$ cat src/rtl/uni_decode_exec_pkg.sv
// Shared constants and types for the uniciclo decode/execute slice: opcodes, ALU operation
// codes, write-back and next-PC select encodings.
package uni_decode_exec_pkg;

  localparam logic [31:0] BEGINNING_TEXT = 32'h0040_0000;
  localparam logic [31:0] ZERO           = 32'h0000_0000;

  localparam logic [6:0] OpcOp     = 7'b0110011;
  localparam logic [6:0] OpcOpImm  = 7'b0010011;
  localparam logic [6:0] OpcLoad   = 7'b0000011;
  localparam logic [6:0] OpcStore  = 7'b0100011;
  localparam logic [6:0] OpcBranch = 7'b1100011;
  localparam logic [6:0] OpcJal    = 7'b1101111;
  localparam logic [6:0] OpcJalr   = 7'b1100111;
  localparam logic [6:0] OpcLui    = 7'b0110111;
  localparam logic [6:0] OpcAuipc  = 7'b0010111;

  localparam logic [6:0] F7Alt  = 7'b0100000;
  localparam logic [6:0] F7Mext = 7'b0000001;

  typedef enum logic [4:0] {
    AluAnd    = 5'd0,  AluOr     = 5'd1,  AluXor  = 5'd2,  AluAdd  = 5'd3,
    AluSub    = 5'd4,  AluSlt    = 5'd5,  AluSltu = 5'd6,  AluSll  = 5'd7,
    AluSrl    = 5'd8,  AluSra    = 5'd9,  AluLui  = 5'd10, AluMul  = 5'd11,
    AluMulh   = 5'd12, AluMulhsu = 5'd13, AluMulhu = 5'd14, AluDiv = 5'd15,
    AluDivu   = 5'd16, AluRem    = 5'd17, AluRemu = 5'd18, AluNull = 5'd31
  } aluOp_e;

  typedef enum logic [1:0] {WbAlu = 2'b00, WbPc4 = 2'b01, WbMem = 2'b10, WbZero = 2'b11} mem2Reg_e;

  typedef enum logic [1:0] {
    PcPlus4 = 2'b00, PcBranch = 2'b01, PcJal = 2'b10, PcJalr = 2'b11
  } origPc_e;

  // funct3 mapping shared by OP and OP-IMM; the select flags pick SUB/SRA.
  function automatic aluOp_e baseAluOp(input logic [2:0] funct3, input logic subSel,
                                       input logic sraSel);
    aluOp_e op;
    unique case (funct3)
      3'b000:  op = subSel ? AluSub : AluAdd;
      3'b001:  op = AluSll;
      3'b010:  op = AluSlt;
      3'b011:  op = AluSltu;
      3'b100:  op = AluXor;
      3'b101:  op = sraSel ? AluSra : AluSrl;
      3'b110:  op = AluOr;
      default: op = AluAnd;
    endcase
    return op;
  endfunction

  function automatic aluOp_e mulDivOp(input logic [2:0] funct3);
    aluOp_e op;
    unique case (funct3)
      3'b000:  op = AluMul;
      3'b001:  op = AluMulh;
      3'b010:  op = AluMulhsu;
      3'b011:  op = AluMulhu;
      3'b100:  op = AluDiv;
      3'b101:  op = AluDivu;
      3'b110:  op = AluRem;
      default: op = AluRemu;
    endcase
    return op;
  endfunction

endpackage

$ cat src/rtl/uni_decode_exec_if.sv
// Data and control bundle between the uniciclo datapath and its decode/execute slice.
interface uni_decode_exec_if;
  logic [31:0] iInitialPC, iInstr, iRead1, iRead2, iImm, iMemLoad;
  logic [31:0] oPC, oPC4, oALUResult, oRegWriteData;
  logic        oZero, oRegWrite, oMemRead, oMemWrite, oOrigAULA, oOrigBULA, oBranch;
  logic [1:0]  oMem2Reg, oOrigPC;
  logic [4:0]  oALUControl;

  modport master (
    output iInitialPC, iInstr, iRead1, iRead2, iImm, iMemLoad,
    input  oPC, oPC4, oALUResult, oRegWriteData, oZero, oRegWrite, oMemRead, oMemWrite,
           oOrigAULA, oOrigBULA, oBranch, oMem2Reg, oOrigPC, oALUControl
  );

  modport slave (
    input  iInitialPC, iInstr, iRead1, iRead2, iImm, iMemLoad,
    output oPC, oPC4, oALUResult, oRegWriteData, oZero, oRegWrite, oMemRead, oMemWrite,
           oOrigAULA, oOrigBULA, oBranch, oMem2Reg, oOrigPC, oALUControl
  );
endinterface

$ cat src/rtl/uni_alu.sv
// RV32I ALU with optional M-extension multiply/divide (enabled by defining RV32M_EN).
module uni_alu
  import uni_decode_exec_pkg::*;
(
  input  logic [31:0] iA,
  input  logic [31:0] iB,
  input  aluOp_e      iControl,
  output logic [31:0] oResult,
  output logic        oZero
);

`ifdef RV32M_EN
  logic signed [63:0] prodSS, prodSU;
  logic        [63:0] prodUU;
  logic               divOverflow;
  logic               unusedProd;

  assign prodSS      = $signed({{32{iA[31]}}, iA}) * $signed({{32{iB[31]}}, iB});
  assign prodSU      = $signed({{32{iA[31]}}, iA}) * $signed({32'b0, iB});
  assign prodUU      = {32'b0, iA} * {32'b0, iB};
  assign divOverflow = (iA == 32'h8000_0000) && (iB == 32'hFFFF_FFFF);
  assign unusedProd  = ^{prodSU[31:0], prodUU[31:0]};
`endif

  always_comb begin
    oResult = ZERO;
    case (iControl)
      AluAnd:  oResult = iA & iB;
      AluOr:   oResult = iA | iB;
      AluXor:  oResult = iA ^ iB;
      AluAdd:  oResult = iA + iB;
      AluSub:  oResult = iA - iB;
      AluSlt:  oResult = {31'b0, $signed(iA) < $signed(iB)};
      AluSltu: oResult = {31'b0, iA < iB};
      AluSll:  oResult = iA << iB[4:0];
      AluSrl:  oResult = iA >> iB[4:0];
      AluSra:  oResult = $signed(iA) >>> iB[4:0];
      AluLui:  oResult = iB;
`ifdef RV32M_EN
      AluMul:    oResult = prodSS[31:0];
      AluMulh:   oResult = prodSS[63:32];
      AluMulhsu: oResult = prodSU[63:32];
      AluMulhu:  oResult = prodUU[63:32];
      AluDiv: begin
        if (iB == ZERO)       oResult = 32'hFFFF_FFFF;
        else if (divOverflow) oResult = 32'h8000_0000;
        else                  oResult = $signed(iA) / $signed(iB);
      end
      AluDivu: oResult = (iB == ZERO) ? 32'hFFFF_FFFF : iA / iB;
      AluRem: begin
        if (iB == ZERO)       oResult = iA;
        else if (divOverflow) oResult = ZERO;
        else                  oResult = $signed(iA) % $signed(iB);
      end
      AluRemu: oResult = (iB == ZERO) ? iA : iA % iB;
`endif
      default: oResult = ZERO;
    endcase
  end

  assign oZero = (oResult == ZERO);

endmodule

$ cat src/rtl/uni_decode_exec.sv
// Single-cycle RV32I(M) decode/execute slice: decoder, branch compare, write-back mux and PC.
// The M extension is decoded only when RV32M_EN is defined.
module uni_decode_exec
  import uni_decode_exec_pkg::*;
(
  input logic             iCLK,
  input logic             iRST,
  uni_decode_exec_if.slave bus
);

  logic [6:0]  opcode, funct7;
  logic [2:0]  funct3;
  logic        regWrite, memRead, memWrite, origA, origB, branch;
  mem2Reg_e    mem2Reg;
  origPc_e     origPc;
  aluOp_e      aluCtl;
  logic [31:0] pc, pc4, pcImm, jalrSum, pcD, aluA, aluB, aluResult, regWriteData;
  logic        aluZero, unusedInstr;
  // Holds PC ^ BEGINNING_TEXT so an all-zero power-up state reads as BEGINNING_TEXT.
  logic [31:0] pcQ;

  assign opcode      = bus.iInstr[6:0];
  assign funct3      = bus.iInstr[14:12];
  assign funct7      = bus.iInstr[31:25];
  assign unusedInstr = ^{bus.iInstr[24:15], bus.iInstr[11:7]};

  always_comb begin
    regWrite = 1'b0;
    memRead  = 1'b0;
    memWrite = 1'b0;
    origA    = 1'b0;
    origB    = 1'b0;
    mem2Reg  = WbAlu;
    origPc   = PcPlus4;
    aluCtl   = AluNull;
    case (opcode)
      OpcOp: begin
        if (funct7 == F7Mext) begin
`ifdef RV32M_EN
          regWrite = 1'b1;
          aluCtl   = mulDivOp(funct3);
`endif
        end else begin
          regWrite = 1'b1;
          aluCtl   = baseAluOp(funct3, funct7 == F7Alt, funct7 == F7Alt);
        end
      end
      OpcOpImm: begin
        origB    = 1'b1;
        regWrite = 1'b1;
        aluCtl   = baseAluOp(funct3, 1'b0, funct7[5]);
      end
      OpcLoad: begin
        origB    = 1'b1;
        aluCtl   = AluAdd;
        mem2Reg  = WbMem;
        regWrite = 1'b1;
        memRead  = 1'b1;
      end
      OpcStore: begin
        origB    = 1'b1;
        aluCtl   = AluAdd;
        memWrite = 1'b1;
      end
      OpcBranch: begin
        origPc = PcBranch;
        aluCtl = AluSub;
      end
      OpcJal: begin
        mem2Reg  = WbPc4;
        regWrite = 1'b1;
        origPc   = PcJal;
      end
      OpcJalr: begin
        mem2Reg  = WbPc4;
        regWrite = 1'b1;
        origPc   = PcJalr;
        origB    = 1'b1;
        aluCtl   = AluAdd;
      end
      OpcLui: begin
        origB    = 1'b1;
        aluCtl   = AluLui;
        regWrite = 1'b1;
      end
      OpcAuipc: begin
        origA    = 1'b1;
        origB    = 1'b1;
        aluCtl   = AluAdd;
        regWrite = 1'b1;
      end
      default: ;
    endcase
  end

  always_comb begin
    branch = 1'b0;
    case (funct3)
      3'b000:  branch = (bus.iRead1 == bus.iRead2);
      3'b001:  branch = (bus.iRead1 != bus.iRead2);
      3'b100:  branch = ($signed(bus.iRead1) < $signed(bus.iRead2));
      3'b101:  branch = ($signed(bus.iRead1) >= $signed(bus.iRead2));
      3'b110:  branch = (bus.iRead1 < bus.iRead2);
      3'b111:  branch = (bus.iRead1 >= bus.iRead2);
      default: branch = 1'b0;
    endcase
  end

  assign aluA = origA ? pc : bus.iRead1;
  assign aluB = origB ? bus.iImm : bus.iRead2;

  uni_alu uAlu (
    .iA       (aluA),
    .iB       (aluB),
    .iControl (aluCtl),
    .oResult  (aluResult),
    .oZero    (aluZero)
  );

  always_comb begin
    regWriteData = ZERO;
    unique case (mem2Reg)
      WbAlu:  regWriteData = aluResult;
      WbPc4:  regWriteData = pc4;
      WbMem:  regWriteData = bus.iMemLoad;
      WbZero: regWriteData = ZERO;
    endcase
  end

  assign pc      = pcQ ^ BEGINNING_TEXT;
  assign pc4     = pc + 32'd4;
  assign pcImm   = pc + bus.iImm;
  assign jalrSum = bus.iRead1 + bus.iImm;

  always_comb begin
    pcD = pc4;
    unique case (origPc)
      PcPlus4:  pcD = pc4;
      PcBranch: pcD = branch ? pcImm : pc4;
      PcJal:    pcD = pcImm;
      PcJalr:   pcD = {jalrSum[31:1], 1'b0};
    endcase
  end

  always_ff @(posedge iCLK) begin
    if (iRST) pcQ <= bus.iInitialPC ^ BEGINNING_TEXT;
    else      pcQ <= pcD ^ BEGINNING_TEXT;
  end

  assign bus.oPC           = pc;
  assign bus.oPC4          = pc4;
  assign bus.oALUResult    = aluResult;
  assign bus.oZero         = aluZero;
  assign bus.oRegWriteData = regWriteData;
  assign bus.oRegWrite     = regWrite;
  assign bus.oMemRead      = memRead;
  assign bus.oMemWrite     = memWrite;
  assign bus.oOrigAULA     = origA;
  assign bus.oOrigBULA     = origB;
  assign bus.oMem2Reg      = mem2Reg;
  assign bus.oOrigPC       = origPc;
  assign bus.oALUControl   = aluCtl;
  assign bus.oBranch       = branch;

endmodule

$ cat src/flat_wrapper.sv
// flat-port wrapper written by rule: the top's interface ports become plain ports
module uni_decode_exec_flat import uni_decode_exec_pkg::*;
  (iCLK, iRST, bus_iInitialPC, bus_iInstr, bus_iRead1, bus_iRead2, bus_iImm, bus_iMemLoad, bus_oPC, bus_oPC4, bus_oALUResult, bus_oRegWriteData, bus_oZero, bus_oRegWrite, bus_oMemRead, bus_oMemWrite, bus_oOrigAULA, bus_oOrigBULA, bus_oBranch, bus_oMem2Reg, bus_oOrigPC, bus_oALUControl);
  uni_decode_exec_if bus_i ();
  input logic iCLK;
  input logic iRST;
  input wire logic [$bits(bus_i.iInitialPC)-1:0] bus_iInitialPC;
  input wire logic [$bits(bus_i.iInstr)-1:0] bus_iInstr;
  input wire logic [$bits(bus_i.iRead1)-1:0] bus_iRead1;
  input wire logic [$bits(bus_i.iRead2)-1:0] bus_iRead2;
  input wire logic [$bits(bus_i.iImm)-1:0] bus_iImm;
  input wire logic [$bits(bus_i.iMemLoad)-1:0] bus_iMemLoad;
  output wire logic [$bits(bus_i.oPC)-1:0] bus_oPC;
  output wire logic [$bits(bus_i.oPC4)-1:0] bus_oPC4;
  output wire logic [$bits(bus_i.oALUResult)-1:0] bus_oALUResult;
  output wire logic [$bits(bus_i.oRegWriteData)-1:0] bus_oRegWriteData;
  output wire logic [$bits(bus_i.oZero)-1:0] bus_oZero;
  output wire logic [$bits(bus_i.oRegWrite)-1:0] bus_oRegWrite;
  output wire logic [$bits(bus_i.oMemRead)-1:0] bus_oMemRead;
  output wire logic [$bits(bus_i.oMemWrite)-1:0] bus_oMemWrite;
  output wire logic [$bits(bus_i.oOrigAULA)-1:0] bus_oOrigAULA;
  output wire logic [$bits(bus_i.oOrigBULA)-1:0] bus_oOrigBULA;
  output wire logic [$bits(bus_i.oBranch)-1:0] bus_oBranch;
  output wire logic [$bits(bus_i.oMem2Reg)-1:0] bus_oMem2Reg;
  output wire logic [$bits(bus_i.oOrigPC)-1:0] bus_oOrigPC;
  output wire logic [$bits(bus_i.oALUControl)-1:0] bus_oALUControl;
  assign bus_i.iInitialPC = bus_iInitialPC;
  assign bus_i.iInstr = bus_iInstr;
  assign bus_i.iRead1 = bus_iRead1;
  assign bus_i.iRead2 = bus_iRead2;
  assign bus_i.iImm = bus_iImm;
  assign bus_i.iMemLoad = bus_iMemLoad;
  assign bus_oPC = bus_i.oPC;
  assign bus_oPC4 = bus_i.oPC4;
  assign bus_oALUResult = bus_i.oALUResult;
  assign bus_oRegWriteData = bus_i.oRegWriteData;
  assign bus_oZero = bus_i.oZero;
  assign bus_oRegWrite = bus_i.oRegWrite;
  assign bus_oMemRead = bus_i.oMemRead;
  assign bus_oMemWrite = bus_i.oMemWrite;
  assign bus_oOrigAULA = bus_i.oOrigAULA;
  assign bus_oOrigBULA = bus_i.oOrigBULA;
  assign bus_oBranch = bus_i.oBranch;
  assign bus_oMem2Reg = bus_i.oMem2Reg;
  assign bus_oOrigPC = bus_i.oOrigPC;
  assign bus_oALUControl = bus_i.oALUControl;
  uni_decode_exec u_core (.iCLK(iCLK), .iRST(iRST), .bus(bus_i));
endmodule
$ cat config.mk
export PLATFORM = sky130hd
export DESIGN_NAME = uni_decode_exec_flat
export DESIGN_NICKNAME = d
export VERILOG_FILES = /design/src/rtl/uni_decode_exec_pkg.sv /design/src/rtl/uni_decode_exec_if.sv /design/src/rtl/uni_alu.sv /design/src/rtl/uni_decode_exec.sv /design/src/flat_wrapper.sv
export SDC_FILE = /design/constraint.sdc
export NUM_CORES = 1
export LEC_CHECK = 0
export ABC_AREA = 1
export CORE_UTILIZATION = 30
export CTS_CLUSTER_SIZE = 8
export DETAILED_ROUTE_END_ITERATION = 7
export GPL_TIMING_DRIVEN = 0
export PLACE_DENSITY = 0.62
export SLEW_MARGIN = 25
export SYNTH_ARGS = -nofsm -noshare
export SYNTH_HDL_FRONTEND = slang
export SYNTH_SLANG_ARGS = --single-unit
$ cat constraint.sdc
create_clock -name iCLK -period 9.47 [get_ports iCLK]
set_input_delay 2.3675 -clock iCLK [delete_from_list [all_inputs] [get_ports iCLK]]
set_output_delay 2.3675 -clock iCLK [all_outputs]
set_load 0.1 [all_outputs]
==> results of run 1 <==
-- worst max-delay path: cells and delay by family --
kind | cells | cell delay, ns
adder cells (fa/ha/maj) | 1 | 0.22
AND/OR/NAND/NOR | 12 | 1.52
XOR/XNOR | 1 | 0.15
buffers and inverters | 9 | 1.46
AO/OA/AOI/OAI | 7 | 1.27
-- cell usage in the layout (no fill, tap or decap), types with 13 or more instances in the layout --
| cell | n |
|---|---|
| a31oi_1 | 22 |
| o21a_1 | 16 |
| inv_1 | 426 |
| buf_4 | 142 |
| or2_2 | 18 |
| o21ai_1 | 37 |
| o211ai_1 | 27 |
| nand4_1 | 56 |
| o21ai_2 | 31 |
| ha_4 | 16 |
| a21oi_2 | 31 |
| xor2_1 | 69 |
| o21ai_0 | 130 |
| clkdlybuf4s15_2 | 28 |
| nand3_2 | 17 |
| a21oi_1 | 194 |
| nor2_2 | 40 |
| nor2_1 | 228 |
| clkbuf_1 | 37 |
| nand3_4 | 16 |
| dfxtp_1 | 30 |
| nand2_4 | 13 |
| buf_6 | 26 |
| a22oi_1 | 13 |
| nor2_4 | 19 |
| nor3_1 | 33 |
| o22ai_1 | 13 |
| buf_2 | 46 |
| nand2_2 | 49 |
| nand3_1 | 417 |
| clkdlybuf4s50_1 | 249 |
| nand2_1 | 1036 |
| inv_2 | 40 |
| ha_1 | 170 |
| o21ai_4 | 26 |
-- path summary, 6_finish.rpt --
check | startpoint | endpoint | slack [ns] | cells past startpoint
setup reg to reg | u_core.pcQ[4] | u_core.pcQ[27] | 5.77 | 14
hold / removal | u_core.pcQ[2] | u_core.pcQ[2] | 0.68 | 3
hold reg to reg | u_core.pcQ[2] | u_core.pcQ[2] | 0.68 | 3
setup / recovery | bus_iInstr[5] | bus_oZero | 0.04 | 30
-- cell families (layout without fill, tap and decap cells) --
logic type	after synthesis	count (layout)	synth area share (%)
simple gates	1979	1979	45.5
buf+inv	636	1052	14.3
compound gates	630	630	19.5
fa+ha+maj	197	197	13.4
xor+xnor	81	81	3.80
flops	32	32	3.54
-- final cells by class --
class	count	share of cell area (%)
repair buffers	419	15.8
well taps	837	4.06
plain buffers	150	4.15
inverters	475	7.02
clock buffers	6	0.539
clock inverters	2	0.0583
flip-flops and latches	32	2.56
multi-input cells	2887	65.8
-- routing by layer --
| metal | vias to the layer above | track usage, % |
|---|---|---|
| met5 | - | 0 |
| met4 | 6 | 18.4 |
| met3 | 318 | 6.84 |
| met2 | 1621 | 62.2 |
| met1 | 12600 | 48.4 |
| li1 | 12500 | - |
-- power by group through the flow --
stage          clock, mW  sequential, mW  combinational (mW)
3_3_place_gp           0           0.189                1.75
2_1_floorplan          0           0.171                1.17
3_5_place_dp           0           0.189                1.74
5_1_grt            0.185           0.190                2.07
6_report           0.183           0.190                1.97
4_1_cts            0.183           0.187                1.80
-- timing repair --
item,in CTS,in global routing
endpoints found under the setup margin,66,58
hold endpoints to repair,0,0
gates resized for setup,492,263
cloned,0,5
buffers inserted,21,69
pin swaps,22,101
==> summary.md, run 1 <==
| Metric | Value |
|---|---|
| Switching share of power | `between 60% and 70%` |
| Tcrit/Tclk final | `around 100%` |
| 1st-iter DRT viols | `between 3,000 and 4,000` |
| Top Layer Used | `met5` |
| Drt wl/cell | `about 26 um` |
| First-pass GRT wire length | `175,000 um` |
| Crit path DAT | `between 7 and 8 ns` |
| Root buf cell | `clkbuf_16` |
| Hold violation count in the final report | `0` |
| Final nets | `around 4,400` |
| Top_reg_cell synth | `dfxtp_1` |
| CTS tree | `done` |
| Sequential-to-total area share from yosys stat | `3.54%` |
| Fin crit period | `9.43 ns` |
| Met1 WL | `around 50,000 um` |
| Hold Crit Class | `reg2reg` |
| First-pass detailed-route iteration total | `6` |
| Setup TNS | `0 ns` |
| Max Fclk | `between 100 and 150 MHz` |
| Antenna Cells | `0` |
| Clock buffer count from CTS | `5` |
| Final worst-path setup slack | `0.0384 ns` |
| Leakage | `approximately 13 nW` |
| Inst Count DP | `between 4,000 and 5,000` |
| Max Cap Viol | `0` |
| Syn Inst Count | `3,555` |
| Int Pwr | `about 0.85 mW` |
| Core area | `just over 0.06 mm^2` |
| Switch Pwr | `1.49 mW` |
| GRT Residual Overflow | `0` |
| Synth cell count leaders | `nand2_1 (1,083), inv_1 (447), nand3_1 (442)` |
| H-tree depth | `2` |
| Total Power | `approximately 2.3 mW` |
| Status | `completed` |
| Pin count of the biggest net entering global routing | `13` |
| Vias | `27,100` |
| Clock slew at reported path FFs | `roughly 0.06 ns` |
| Crit path max fanout | `11` |
| Routability cong. | `between 1 and 1.5` |
| Non-filler cells, final | `between 4,000 and 5,000` |
| Final setup vio count | `0` |
| Number of synthesized flops with an enable pin | `2` |
| I/O Buffers | `around 320` |
| Crit-path slowest cell | `nor3_2` |
| Post-DRT Antenna Nets | `0` |
| Post-synth top area cell | `nand2_1` |
| #FFs+latches synth | `32` |
| Pre-CTS WS | `-3.15 ns` |
| Io pins | `roughly 340` |
| CP peak stage delay | `about 0.33 ns` |
| Yosys Warn Count | `0` |
| Comb pwr share | `between 80 and 90%` |
| Slew Limit Fails | `0` |
| Biggest register | `u_core.pcQ` |
| Startpoint Class | `input pin` |
| Synth area leaders | `nand2_1 (22%), ha_1 (13%), nand3_1 (12%)` |
| Synth-to-layout area growth | `38.0%` |
| Register Area | `~660 um^2` |
| Top cell type's share of synthesized area | `21.8%` |
| Async SR Flop Fraction | `0%` |
| Netlist cell types | `between 50 and 60` |
| Post-layout util | `41.8%` |
| Mapped Avg Cell Area | `between 5 and 6 um^2` |
| Placed Area | `0.0232 mm^2` |
| DRT Wirelength | `around 130,000 um` |
| Hold Slack | `0.685 ns` |
| Worst EP required | `7.10 ns` |
| Gr usage total | `between 30% and 40%` |
| Pwr dens | `90.8 mW/mm^2` |
| Hpwl dp | `approximately 110,000 um` |
| Top-count cell post-synth | `nand2_1` |
| Share of cells above drive strength 1 | `16.8%` |
| Remaining DRCs | `0` |
| Largest regs | `u_core.pcQ x32` |
| Width of the die | `about 250 um` |
| WL met3 | `approximately 13,000 um` |
| Fin Clk Skew | `approximately 0.012 ns` |
| Crit path kind | `in2out` |
| Power share of the clock group | `7.8%` |
| Wire length on met2 | `56,300 um` |
| Critical Path End Type | `output port` |
| Clock tree buffer depth | `2` |
| Area of the multi-input gates | `0.0170 mm^2` |
| Sequential Power Share | `between 8 and 9%` |
| Slew Limit Headroom | `around 28%` |
| Initial antenna violation count | `4` |
| Chip height | `between 200 and 300 um` |
| Via density | `5.63` |
| Initial Util | `between 30% and 40%` |
| Worst slew pin tran | `between 1 and 1.5 ns` |
| # rows | `91` |
| Fin area | `between 0.02 and 0.03 mm^2` |
| Clock sinks | `32` |
| Max reg flops | `32` |
| Fill count | `6,919` |
| Clk_lat worst skew | `between 0.3 and 0.4 ns` |
| Syn nets | `just under 4,000` |
| Vias in the first global route | `approximately 25,000` |
| CTS Hold Bufs | `0` |
| Worst VDD drop | `roughly 0.000081 V` |
| Die area | `around 0.063 mm^2` |
| Synth Cell Area | `0.0187 mm^2` |
No activity file was read; power rests on OpenSTA's default activity.
==> run 2: changes to the inputs <==
CORE_MARGIN = 5   (was unset)
PLACE_DENSITY = 0.61   (was 0.62)
SYNTH_HIERARCHICAL = 1   (was unset)
clock period = 9.05 ns   (was 9.47 ns; I/O delays follow)
==> run 2 against run 1 <==
Compared with the run above:
- final cell count rose by 8.1%
- global-route usage fell by 4.3 points
- first-iteration DRC count rose by 5.9%
- worst hold slack improved by 0.048 ns
- clock skew fell by 0.0012 ns
- non-clock buffer count fell by 6
- register-to-register slack improved by 0.04 ns
==> summary.md, run 2 <==
| Metric | Value |
|---|---|
| Switch Pwr | `1.47 mW (-0.96%)` |
| Hold Crit Class | `reg2reg` |
| Gr usage total | `33.8% (-4.3 points)` |
| Remaining DRCs | `0 (unchanged)` |
| Max Fclk | `~110 MHz` |
| Share of cells above drive strength 1 | `17.0% (+0.19 points)` |
| Int Pwr | `0.878 mW (+3.1%)` |
| Total Power | `2.35 mW (+0.50%)` |
| First-pass GRT wire length | `185,000 um (+5.7%)` |
| Synth Cell Area | `0.0202 mm^2 (+8.4%)` |
| Post-Synth Simple-Gate Area | `51.4% (+5.9 points)` |
| CTS Hold Bufs | `0 (unchanged)` |
| #FFs+latches synth | `32 (unchanged)` |
| Clock slew at reported path FFs | `0.06 ns (about the same)` |
| Mux contribution to synthesized area | `0% (unchanged)` |
| Vias | `28,800 (+6.5%)` |
| Die area | `0.0727 mm^2 (+15%)` |
| Post-layout util | `40.5% (-1.3 points)` |
| DRT Wirelength | `132,000 um (+3.9%)` |
| Mapped Avg Cell Area | `5.16 um^2 (-1.7%)` |
| Pin count of the biggest net entering global routing | `13 (unchanged)` |
| Most common library cell in the layout ignoring fill and taps | `nand2_1` |
| Sequential-to-total area share from yosys stat | `3.27% (-0.27 points)` |
| Crit-path slowest cell | `ha_1` |
| Crit path top cell by count | `nor2_1` |
| Post-synth top area cell | `nand2_1` |
| Slew Limit Headroom | `27.3% (-0.75 points)` |
| Largest family of logic cells by synthesized area | `simple AND/OR/NAND/NOR gates` |
| Register Area | `661 um^2 (unchanged)` |
| Tcrit/Tclk final | `approximately 100%` |
| Switching share of power | `62.6% (-0.92 points)` |
| Xor/xnor cell area share of the yosys netlist | `2.25% (-1.6 points)` |
| Via density | `5.55 (-1.5%)` |
| Crit path max fanout | `11 (unchanged)` |
| Top-count cell post-synth | `nand2_1` |
| Worst EP required | `6.79 ns (-0.31 ns)` |
| Fin Clk Skew | `0.0108 ns (-0.00122 ns)` |
| Async SR Flop Fraction | `0% (unchanged)` |
| Number of synthesized flops with an enable pin | `2 (unchanged)` |
| # rows | `95 (+4.4%)` |
| Leakage | `14.1 nW (+9.1%)` |
| Crit path kind | `in2out` |
| Setup TNS | `0 ns (unchanged)` |
| Synth cell count leaders | `nand2_1 (1,340), inv_1 (528), nand3_1 (430)` |
| Sequential Power Share | `8.1% (about the same)` |
| Power share of the clock group | `9.4% (+1.6 points)` |
| Comb pwr share | `82.5% (-1.6 points)` |
| Crit path DAT | `6.72 ns (-0.34 ns)` |
| Area of the multi-input gates | `0.0180 mm^2 (+6.4%)` |
| Drt wl/cell | `25.3 um (-3.9%)` |
| Final setup vio count | `0 (unchanged)` |
| Hold_sp | `u_core/pcQ[2]` |
| Status | `completed` |
| Fill count | `7,644 (+10%)` |
| Io pins | `338 (unchanged)` |
| Initial antenna violation count | `2 (-2)` |
| Core area | `0.0670 mm^2 (+8.8%)` |
| Routability cong. | `1.10 (+1.6%)` |
| Max Cap Viol | `0 (unchanged)` |
| Slew Limit Fails | `0 (unchanged)` |
| CTS tree | `done` |
| Critical Path End Type | `output port` |
| Post-DRT Antenna Nets | `0 (unchanged)` |
| Hpwl dp | `113,000 um (+6.7%)` |
| Yosys Warn Count | `6 (+6)` |
| Pre-CTS WS | `-3.19 ns (-0.0371 ns)` |
| CP peak stage delay | `0.29 ns (-0.04 ns)` |
| Vias in the first global route | `27,600 (+9.7%)` |
| Final worst-path setup slack | `0.0679 ns (+0.0295 ns)` |
| Clock sinks | `32 (unchanged)` |
| Startpoint Class | `input pin` |
| Pwr dens | `86.6 mW/mm^2 (-4.6%)` |
| Initial Util | `30.2% (-0.12 points)` |
| Worst VDD drop | `0.000106 V (+31%)` |
| Max reg flops | `32 (unchanged)` |
| Synth Area in Compound Gates | `14.9% (-4.5 points)` |
| Final nets | `4,714 (+8.1%)` |
| Biggest register | `u_core/pcQ` |
| Clk_lat worst skew | `0.30 ns (about the same)` |
| GRT Residual Overflow | `0 (unchanged)` |
| Synth area leaders | `nand2_1 (25%), ha_1 (12%), nand3_1 (11%)` |
| Synth-to-layout area growth | `34.2%` |
| Critical path startpoint | `bus_iInstr[1]` |
| 1st-iter DRT viols | `3,296 (+5.9%)` |
| Most frequent cells in the layout | `nand2_1 (1,274), inv_1 (506), nand3_1 (380)` |
| Width of the die | `270 um (+7.3%)` |
| Root buf cell | `clkbuf_16` |
| Fin crit period | `~9.0 ns` |
| Top_reg_cell synth | `dfxtp_1` |
| Clock buffer count from CTS | `5 (unchanged)` |
| Syn nets | `4,311 (+9.2%)` |
| H-tree depth | `2 (unchanged)` |
| Adder-Cell Fraction of Synth Area | `12.5% (-0.91 points)` |
| Top cell type's share of synthesized area | `24.9% (+3.1 points)` |
| Clock tree buffer depth | `2 (unchanged)` |
| Critical R2R Launch | `u_core/pcQ[2]` |
| Netlist cell types | `63 (+6.8%)` |
| Hold violation count in the final report | `0 (unchanged)` |
| Worst slew pin tran | `1.09 ns (+0.0112 ns)` |
| Chip height | `270 um (+7.3%)` |
| Hold Slack | `0.732 ns (+0.0477 ns)` |
| Syn Inst Count | `3,918 (+10%)` |
| I/O Buffers | `319 (-0.62%)` |
| Largest regs | `u_core/pcQ x32` |
| First-pass detailed-route iteration total | `6 (unchanged)` |
## run 2: area by class of cell
| type | count | share of cell area (%) |
|---|---|---|
| Multi-Input combinational cell | 3159 | 66.5 |
| Timing Repair Buffer | 398 | 13.9 |
| Sequential cell | 32 | 2.43 |
| Clock buffer | 7 | 0.562 |
| Clock inverter | 1 | 0.111 |
| Antenna cell | 2 | 0.0184 |
| Inverter | 560 | 7.86 |
| Tap cell | 873 | 4.02 |
| Buffer | 165 | 4.67 |
## run 2: timing repair
item,in CTS,in global routing
endpoints found under the setup margin,65,65
pin swaps,33,42
buffers inserted,35,35
endpoints found under the hold margin,0,0
resized for setup,545,194
gates cloned,1,1
## run 2: path summary, 6_finish.rpt
path         depth (start not counted)        endpoint  slack, ns
max                                 34       bus_oZero       0.07
min                                  3   u_core/pcQ[2]       0.73
max reg2reg                         12  u_core/pcQ[27]       5.81
min reg2reg                          3   u_core/pcQ[2]       0.73
## run 2: cells by family after synthesis
| logic type | Yosys count |
|---|---|
| DFF | 32 |
| AOI/OAI and AO/OA | 535 |
| adders and majority gates | 199 |
| buffers and inverters | 727 |
| xor gates and xnor gates | 51 |
| and+or+nand+nor | 2374 |
## run 2: through the flow
step / instances / cell area (um^2)
after detailed placement: 5117 / 25000
after global routing: 5197 / 27200
after floorplan: 3918 / 20700
after global placement: 5110 / 25000
final: 5197 / 27200
after CTS: 5159 / 26200
## run 2: power by group through the flow
stage               registers (mW)  clock network, mW  logic, mW
floorplan                    0.177                  0       1.17
global placement             0.193                  0       1.76
detailed placement           0.193                  0       1.75
CTS                          0.189              0.223       1.82
global route                 0.192              0.225       2.05
finish                       0.191              0.220       1.94
## run 2: worst max-delay path, delay by kind of cell
kind | cells | cell delay (ns)
simple gates | 19 | 2.03
buf+inv | 13 | 1.80
fa+ha+maj | 1 | 0.29
compound gates | 1 | 0.26
## run 2: layer usage
| metal | GRT usage [%] | vias to the layer above | wire length (um) |
|---|---|---|---|
| li1 | - | 13400 | - |
| met1 | 41.5 | 13400 | 50600 |
| met2 | 58.1 | 1666 | 61300 |
| met3 | 4.24 | 345 | 11200 |
| met4 | 17.5 | 0 | 8480 |
| met5 | 0 | - | 0 |
